--- config.mk ---
export PLATFORM = sky130hd
export DESIGN_NAME = param_cpu_core
export DESIGN_NICKNAME = d
export VERILOG_FILES = /design/src/rtl/cpu_pkg.sv /design/src/rtl/cpu_regfile.sv /design/src/rtl/param_cpu_core.sv
export SDC_FILE = /design/constraint.sdc
export NUM_CORES = 1
export LEC_CHECK = 0
export CORE_UTILIZATION = 60
export CTS_CLUSTER_DIAMETER = 50
export DETAILED_ROUTE_END_ITERATION = 10
export PLACE_DENSITY = 0.83
export SLEW_MARGIN = 40
export SYNTH_ARGS = -nofsm -noshare
export SYNTH_HDL_FRONTEND = slang
export SYNTH_SLANG_ARGS = --single-unit
--- constraint.sdc ---
create_clock -name CLK -period 7.05 [get_ports CLK]
set_clock_uncertainty 0.15 [all_clocks]
set_input_delay 0.705 -clock CLK [delete_from_list [all_inputs] [get_ports CLK]]
set_output_delay 0.705 -clock CLK [all_outputs]
set_load 0.01 [all_outputs]
--- src/rtl/cpu_pkg.sv ---
// Shared definitions for the parametrised CPU core: opcodes, instruction
// field positions, ALU operation encoding and control-state encoding.
package cpu_pkg;

   // Opcodes live in INSTRUCTION[31:24]
   localparam logic [7:0] OP_LOADI = 8'h00;
   localparam logic [7:0] OP_MOV   = 8'h01;
   localparam logic [7:0] OP_ADD   = 8'h02;
   localparam logic [7:0] OP_SUB   = 8'h03;
   localparam logic [7:0] OP_AND   = 8'h04;
   localparam logic [7:0] OP_OR    = 8'h05;
   localparam logic [7:0] OP_J     = 8'h06;
   localparam logic [7:0] OP_BEQ   = 8'h07;
   localparam logic [7:0] OP_HALT  = 8'hFF;

   // Instruction field LSB positions
   localparam int OPC_LSB  = 24;
   localparam int DEST_LSB = 16;
   localparam int SRC1_LSB = 8;
   localparam int SRC2_LSB = 0;
   localparam int IMM_LSB  = 0;
   localparam int OFF_LSB  = 16;
   localparam int IMM_W    = 8;
   localparam int OFF_W    = 8;
   localparam int OPC_W    = 8;

   // ALU operation selected by decode
   typedef enum logic [2:0] {
      ALU_PASS = 3'd0,
      ALU_ADD  = 3'd1,
      ALU_SUB  = 3'd2,
      ALU_AND  = 3'd3,
      ALU_OR   = 3'd4
   } alu_op_t;

   // Control state of the core
   typedef enum logic {
      ST_RUN  = 1'b0,
      ST_HALT = 1'b1
   } state_t;

   // True for opcodes whose result updates the ZERO flag
   function automatic logic op_sets_zero(input logic [7:0] opc);
      return (opc == OP_ADD) || (opc == OP_SUB) || (opc == OP_AND) || (opc == OP_OR);
   endfunction

endpackage

--- src/rtl/cpu_regfile.sv ---
// Register file: two combinational read ports, one write port committed on
// the rising edge, synchronous clear of every register on RESET.
module cpu_regfile
   import cpu_pkg::*;
#(
   parameter int DATA_W = 8,
   parameter int RA_W   = 3
)(
   input  logic              CLK,
   input  logic              RESET,
   input  logic              we,
   input  logic [RA_W-1:0]   waddr,
   input  logic [DATA_W-1:0] wdata,
   input  logic [RA_W-1:0]   raddr1,
   input  logic [RA_W-1:0]   raddr2,
   output logic [DATA_W-1:0] rdata1,
   output logic [DATA_W-1:0] rdata2
);

   localparam int NUM_REGS = 2 ** RA_W;

   logic [DATA_W-1:0] regs [NUM_REGS];

   // Clear all registers on reset, otherwise commit the single write port
   always_ff @(posedge CLK) begin
      if (RESET) begin
         for (int i = 0; i < NUM_REGS; i++) begin
            regs[i] <= '0;
         end
      end else if (we) begin
         regs[waddr] <= wdata;
      end
   end

   // Reads see the stored state, so a write from the previous retire is visible
   assign rdata1 = regs[raddr1];
   assign rdata2 = regs[raddr2];

endmodule

--- src/rtl/param_cpu_core.sv ---
// Single-issue CPU core: fetch, decode and execute in one cycle.
// Fetch handshake: INSTRUCTION is consumed (the instruction retires) at a
// rising edge where INSTR_VALID=1 and the core is in RUN; INSTR_VALID=0 is a
// stall that holds PC, registers, ZERO and state, and there is no ready back
// to the memory (HALTED tells it that nothing more will be consumed).
module param_cpu_core
   import cpu_pkg::*;
#(
   parameter int              DATA_W   = 8,
   parameter int              RA_W     = 3,
   parameter int              PC_W     = 32,
   parameter logic [PC_W-1:0] RESET_PC = '0
)(
   input  logic              CLK,
   input  logic              RESET,
   input  logic [31:0]       INSTRUCTION,
   input  logic              INSTR_VALID,
   output logic [PC_W-1:0]   PC,
   output logic              WB_EN,
   output logic [RA_W-1:0]   WB_ADDR,
   output logic [DATA_W-1:0] WB_DATA,
   output logic              ZERO,
   output logic              ILLEGAL,
   output logic              HALTED
);

   state_t state;

   logic [OPC_W-1:0]  opcode;
   logic [RA_W-1:0]   dest;
   logic [RA_W-1:0]   src1;
   logic [RA_W-1:0]   src2;
   logic [IMM_W-1:0]  imm_raw;
   logic [OFF_W-1:0]  off_raw;
   logic [DATA_W-1:0] imm_ext;
   logic [PC_W-1:0]   off_ext;

   logic [DATA_W-1:0] rdata1;
   logic [DATA_W-1:0] rdata2;
   logic [DATA_W-1:0] alu_a;
   logic [DATA_W-1:0] alu_b;
   logic [DATA_W-1:0] alu_res;

   alu_op_t alu_op;
   logic    wr_reg;
   logic    sets_zero;
   logic    is_jump;
   logic    is_beq;
   logic    is_halt;
   logic    is_illegal;
   logic    retire;

   logic [PC_W-1:0] pc_seq;
   logic [PC_W-1:0] pc_branch;
   logic [PC_W-1:0] next_pc;

   // Not every instruction bit is a field for every RA_W setting
   logic unused_instr_bits;
   assign unused_instr_bits = ^INSTRUCTION;

   // Field extraction
   assign opcode  = INSTRUCTION[OPC_LSB +: OPC_W];
   assign dest    = INSTRUCTION[DEST_LSB +: RA_W];
   assign src1    = INSTRUCTION[SRC1_LSB +: RA_W];
   assign src2    = INSTRUCTION[SRC2_LSB +: RA_W];
   assign imm_raw = INSTRUCTION[IMM_LSB +: IMM_W];
   assign off_raw = INSTRUCTION[OFF_LSB +: OFF_W];

   // Sign-extend immediate and branch offset (offset is shifted after extension)
   assign imm_ext = DATA_W'($signed(imm_raw));
   assign off_ext = PC_W'($signed(off_raw));

   assign retire = (state == ST_RUN) && INSTR_VALID;

   cpu_regfile #(
      .DATA_W (DATA_W),
      .RA_W   (RA_W)
   ) u_regfile (
      .CLK    (CLK),
      .RESET  (RESET),
      .we     (retire && wr_reg),
      .waddr  (dest),
      .wdata  (alu_res),
      .raddr1 (src1),
      .raddr2 (src2),
      .rdata1 (rdata1),
      .rdata2 (rdata2)
   );

   // Decode opcode into control signals
   always_comb begin
      alu_op     = ALU_PASS;
      wr_reg     = 1'b0;
      sets_zero  = 1'b0;
      is_jump    = 1'b0;
      is_beq     = 1'b0;
      is_halt    = 1'b0;
      is_illegal = 1'b0;
      case (opcode)
         OP_LOADI: wr_reg = 1'b1;
         OP_MOV:   wr_reg = 1'b1;
         OP_ADD:   begin alu_op = ALU_ADD; wr_reg = 1'b1; end
         OP_SUB:   begin alu_op = ALU_SUB; wr_reg = 1'b1; end
         OP_AND:   begin alu_op = ALU_AND; wr_reg = 1'b1; end
         OP_OR:    begin alu_op = ALU_OR;  wr_reg = 1'b1; end
         OP_J:     is_jump = 1'b1;
         OP_BEQ:   is_beq  = 1'b1;
         OP_HALT:  is_halt = 1'b1;
         default:  is_illegal = 1'b1;
      endcase
      sets_zero = op_sets_zero(opcode);
   end

   // ALU; loadi passes the immediate, mov passes r[src2]
   always_comb begin
      alu_a   = rdata1;
      alu_b   = (opcode == OP_LOADI) ? imm_ext : rdata2;
      alu_res = alu_b;
      case (alu_op)
         ALU_PASS: alu_res = alu_b;
         ALU_ADD:  alu_res = alu_a + alu_b;
         ALU_SUB:  alu_res = alu_a + (~alu_b) + DATA_W'(1);
         ALU_AND:  alu_res = alu_a & alu_b;
         ALU_OR:   alu_res = alu_a | alu_b;
         default:  alu_res = alu_b;
      endcase
   end

   // Next PC: sequential, taken jump/branch, or hold on halt
   always_comb begin
      pc_seq    = PC + PC_W'(4);
      pc_branch = pc_seq + (off_ext << 2);
      next_pc   = pc_seq;
      if (is_jump || (is_beq && (rdata1 == rdata2))) begin
         next_pc = pc_branch;
      end else if (is_halt) begin
         next_pc = PC;
      end
   end

   // Control FSM with registered PC, write-back, flag and status outputs
   always_ff @(posedge CLK) begin
      if (RESET) begin
         state   <= ST_RUN;
         PC      <= RESET_PC;
         WB_EN   <= 1'b0;
         WB_ADDR <= '0;
         WB_DATA <= '0;
         ZERO    <= 1'b0;
         ILLEGAL <= 1'b0;
         HALTED  <= 1'b0;
      end else begin
         WB_EN   <= 1'b0;
         ILLEGAL <= 1'b0;
         case (state)
            ST_RUN: begin
               if (retire) begin
                  PC <= next_pc;
                  if (wr_reg) begin
                     WB_EN   <= 1'b1;
                     WB_ADDR <= dest;
                     WB_DATA <= alu_res;
                  end
                  if (sets_zero) begin
                     ZERO <= (alu_res == '0);
                  end
                  if (is_illegal) begin
                     ILLEGAL <= 1'b1;
                  end
                  if (is_halt) begin
                     state  <= ST_HALT;
                     HALTED <= 1'b1;
                  end
               end
            end
            ST_HALT: begin
               HALTED <= 1'b1;
            end
            default: begin
               state <= ST_RUN;
            end
         endcase
      end
   end

endmodule

Yosys cells after proc, flatten, opt, wreduce, memory -nomap -nowiden:

Memory sizes are Yosys's and may differ from the RTL's.
Index checks and enable logic that the tools add are counted.

* input port bits: 35
* bits in registers: 48
* memories: 1
* memory bits (writable): 64
* output and inout bits: 47
* logic and storage cells: 77

* reduce and logical (&&, ||, !) cells: 17
* bitwise operators: 5
* mux-type cells: 25
* eq/ne operators: 16
* add/subtract/negate cells: 5

Memories
* u_regfile.regs: words 8, width 8, rd ports 2, clocked after Yosys merged registers in 0, write ports 8, line cpu_regfile.sv:22 `logic [DATA_W-1:0] regs [NUM_REGS];`

Operator list (count)
* two-way mux 32 bit: 2
* adder 32 x 3 -> 32 bit, second input constant: 1
* adder 32 bit: 1
* == test 8 x 3 -> 1 bit, second input constant: 4
* case mux 8 bit (4 select lines): 1
* two-way mux 1 bit: 17
* adder 8 bit: 2
* == test 8 x 2 -> 1 bit, second input constant: 2
* zero test 8 bit: 2
* two-way mux 8 bit: 2
* case mux 3 bit (4 select lines): 1
* AND reduction 3 bit: 3
* OR reduction 9 bit: 1
* adder 8 x 1 -> 8 bit, second input constant: 1
* AND 8 bit: 1
* == test 8 x 1 -> 1 bit, second input constant: 1
* == test 8 bit: 1
* == test 8 bit, second input constant: 1
* NOT 8 bit: 1
* OR 8 bit: 1
* OR reduction 8 bit: 1
* == test 3 x 2 -> 1 bit, second input constant: 2
* OR reduction 6 bit: 1
* logical OR 1 bit: 4
* 10 further kinds: 14

Logic depth before layout (Yosys ltp):

* word-level depth: 9
* mapped depth: 18
* depth with buffers taken out: 17

Hierarchy:

A second synthesis with hierarchy kept.

* cell total of the unflattened synthesis: 915
* area, all modules: 8637.0 um^2

By module, submodules not included
* param_cpu_core: area an instance 5111.2 um^2, times used 1, sequential area each 920.9 um^2, cells an instance 693
* cpu_regfile: area an instance 3525.9 um^2, times used 1, sequential area each 1921.8 um^2, cells an instance 222

Worst setup path after synthesis:

OpenSTA, ideal clock, no wires.

* path kind: input port to flip-flop
* start point: in INSTRUCTION[2]
* end point: mem u_regfile.regs[0][5] (data pin)
* buffers on the path: 2
* slack: 2.375 ns
* data required time: 6.612 ns
* setup time: 0.288 ns
* arrival time: 4.238 ns
* stages on the path: 14
* cells stage by stage: clkbuf_1 -> buf_2 -> mux4_2 -> mux2_2 -> mux2i_1 -> inv_1 -> ha_1 -> or3b_2 -> a21oi_1 -> o21ai_0 -> a31o_2 -> xnor2_1 -> a221oi_1 -> nor2_1

RTL lines
* start, declared: line param_cpu_core.sv:16 `input logic [31:0] INSTRUCTION,`
* end, declared: line cpu_regfile.sv:22

Final worst setup path:

* start point: reg PC[2]
* end point: reg PC[31]

* longest elaborated chain between the ends: 3
* elaborated cells on any way between the ends: 4
* those cells by class: add/sub (2); mux (2)

Ends and longest elaborated chain
* start, declared: line param_cpu_core.sv:18 `output logic [PC_W-1:0] PC,`
* start signal, assigned: line param_cpu_core.sv:158 `PC <= next_pc;`
* adder 32 x 3 -> 32 bit (*): line param_cpu_core.sv:131 `pc_seq = PC + PC_W'(4);`
* adder 32 bit or two-way mux 32 bit (tied branches): line param_cpu_core.sv:132, param_cpu_core.sv:136
* two-way mux 32 bit (*): line param_cpu_core.sv:134 `if (is_jump || (is_beq && (rdata1 == rdata2))) begin`

Every way passes the cells marked *; elsewhere a longest branch is shown, timed or not. The select of a mux whose other input is x is not followed.
A chain may end at the register's enable or synchronous reset.

==> results by group <==
Yosys
  • Sequential fraction of the synthesis area: 33.0%
  • Syn Area/Cell: 9.37 um2
  • Post-synth top flop: edfxtp_1
  • Most common cell in the netlist: nor2_1
  • Synth top area share: 22.3%
  • EDFF count, synth: 64
  • Netlist Area Pre-Place: 8600 um2
  • Cell taking the most area after synthesis: edfxtp_1
  • Number of distinct library cells after synthesis: 83
  • Synth warn: 0
  • Post-Syn Instances: 918
  • Synth top area cells: edfxtp_1 (22%), dfxtp_1 (11%), mux4_2 (8.1%), ha_1 (7.6%), nor2_1 (6.2%)
  • Synth Register Bits: 110
  • Ys async rst share: 0%
  • Top post-synthesis cells by count: nor2_1 (143), edfxtp_1 (64), nand2_1 (61), a21oi_1 (54), ha_1 (52)

Global routing
  • M1 GR Usage: 40.7%
  • Global route overflow: 0
  • First-pass GRT wire length: 35.6 mm
  • Largest net degree at the start of global routing: 57
  • GR Layer Usage met2: 52.4%
  • GRT busiest layer: met2
  • Initial antenna violation count: 0
  • Vias in the first global route: 6989
  • Routing usage on met3: 4.45%
  • Tot GR Track Use: 31.2%

Floorplanning
  • # IOs: 82
  • Core area: 13900 um2
  • Row Count: 43
  • Die area: 14800 um2
  • Initial Util: 61.7%
  • Die Y: 122 um
  • Die width: 122 um

Timing
  • Min Hold Slack: 0.297 ns
  • RSZ-0062 raised after global routing: false
  • Setup TNS: 0 ns
  • Worst slew margin: 45.8%
  • Fin. max-slew vios: 0
  • Slew @ Worst Pin: 0.811 ns
  • Endpoints failing setup: 0
  • Final period utilization: 77.8%
  • Final worst slack: 1.56 ns
  • Fin crit period: 5.49 ns
  • Final hold vios: 0
  • Maximum operating frequency: 182 MHz

Place
  • Buffers on Ports: 74
  • Post-place setup slack: 1.29 ns
  • Post-DP HPWL: 16.0 mm
  • Placed instance count: 1138
  • Routability cong.: 0.887
  • Post-DP Area: 9420 um2

Power and ir drop
  • Power, Total: 1.61 mW
  • Max rail drop VDD: 0.000116 V
  • PD cells: 166 nW/um2
  • Leakage: 3.70 nW

Worst setup path
  • Setup crit start kind: flip-flop
  • CP cell instances: ha_1 > nand3_1 > nor2_1 > nand3_1 > nor3_1 > nand3_1 > xnor2_1 > ha_1 > a21o_1 > a21oi_1 > o221a_2 > or4b_2 > o31a_1 > o21ai_0 > o311ai_0 > o2bb2ai_1 > mux2_1
  • CP required: 7.15 ns
  • WP buf/inv: 0
  • Arr. time, crit path: 5.59 ns
  • Cell repeated most along the worst path: nand3_1
  • Worst stage delay on the critical path: 0.64 ns
  • Setup crit end kind: flip-flop
  • Critical path type: flip-flop to flip-flop
  • CP delay by family, top: simple AND/OR/NAND/NOR gates
  • Worst Path Max Fanout: 9
  • Critical-path top delay cell: or4b_2

Layout
  • Inserted Diodes: 0
  • Final design utilization: 69.7%
  • Final cell count without fillers: 1154
  • Area growth, synth to finish: 12.9%
  • Fillers: 1067
  • Share of layout cells above drive strength 1: 10.3%
  • Fin area: 9710 um2
  • Fin nets: 1059

Drt
  • Antenna Nets Post-Route: 0
  • Number of remaining DRC errors: 0
  • Total Routed Length: 22.3 mm
  • Vias: 7377
  • Iteration-0 DRC Markers: 689
  • Routed WL per cell: 19.3 um
  • DR pass1 iterations: 5
  • Vias per std cell: 6.39

Clocking
  • Root buffer cell: clkbuf_16
  • Clk sinks: 110
  • CTS tree: yes
  • Post-CTS Setup Bufs: 0
  • H-tree lvl count: 3
  • Cts hold-fix bufs: 0
  • PostCTS Resize Cnt: 0
  • Max Buffers Root-to-Sink: 2
  • CTS clk-pin slew, worst paths: 0.08 ns
  • Total CTS buffers: 9
  • Clock latency on the worst-skew pair: 0.37 ns

Run status
  • Status: complete, no violations

Run
  • Max-Cap Viols: 0

Min path
  • Hold WC Path Type: flip-flop to flip-flop
==> registers in the layout, indices dropped and copies added, names as in the netlist <==
register        count
ZERO                1
WB_EN               1
state               1
WB_DATA             8
u_regfile.regs     64
PC                 30
WB_ADDR             3
ILLEGAL             1
HALTED              1
==> kinds of logic (layout without fill, tap and decap cells) <==
kind of cell | after synthesis | in the layout | share of synthesized area [%]
xor+xnor | 65 | 65 | 6.62
mux | 68 | 68 | 13.2
compound gates | 202 | 202 | 15.9
buf+inv | 89 | 144 | 4.80
simple gates | 328 | 328 | 18.2
other cells | 1 | 2 | 0.0436
flops | 110 | 110 | 33.0
fa+ha+maj | 55 | 55 | 8.26
==> layer usage <==
metal	wire [um]	vias up
li1	-	3471
met1	9310	3574
met2	10600	280
met3	1740	52
met4	640	0
met5	0	-
==> cells in the final DEF, fill, tap and decap left out, types with 17 or more instances in the layout <==
cell / synthesis / final
a211oi_1: 23 / 23
a21o_1: 18 / 18
a21oi_1: 54 / 53
clkdlybuf4s50_1: 0 / 72
dfxtp_1: 46 / 46
edfxtp_1: 64 / 64
ha_1: 52 / 52
inv_1: 40 / 40
mux2i_1: 17 / 17
mux4_2: 31 / 31
nand2_1: 61 / 61
nand3_1: 30 / 30
nor2_1: 143 / 142
o21ai_0: 31 / 31
xnor2_1: 33 / 33
xor2_1: 32 / 32
==> path summary, 6_finish.rpt <==
check / start / to / slack [ns] / cells after the start
worst min-delay path: HALTED / HALTED / 0.30 / 2
worst max register to register: PC[2] / PC[31] / 1.56 / 17
worst max-delay path: PC[2] / PC[31] / 1.56 / 17
worst min register to register: HALTED / HALTED / 0.30 / 2
==> worst register-to-register path, stage by stage (launching register included) <==
cell and delay [ns]:
dfxtp_1 0.48, ha_1 0.30, nand3_1 0.21, nor2_1 0.26
nand3_1 0.36, nor3_1 0.62, nand3_1 0.18, xnor2_1 0.18
ha_1 0.36, a21o_1 0.19, a21oi_1 0.10, o221a_2 0.31
or4b_2 0.64, o31a_1 0.12, o21ai_0 0.13, o311ai_0 0.16
o2bb2ai_1 0.27, mux2_1 0.35
==> cell type report <==
cell class	instances	area [um2]	area share, %
Inverter	40	150	1.55
Clock inverter	7	65.1	0.670
Tap cell	180	225	2.32
Timing Repair Buffer	88	836	8.60
Sequential cell	110	2840	29.3
Multi-Input combinational cell	720	5370	55.3
Clock buffer	9	225	2.32
==> power by group <==
part / switching [mW] / internal (mW) / total (mW)
registers: 0.0191 / 0.697 / 0.717
clock network: 0.260 / 0.247 / 0.507
logic: 0.220 / 0.171 / 0.391
No activity file was read; power rests on OpenSTA's default activity.
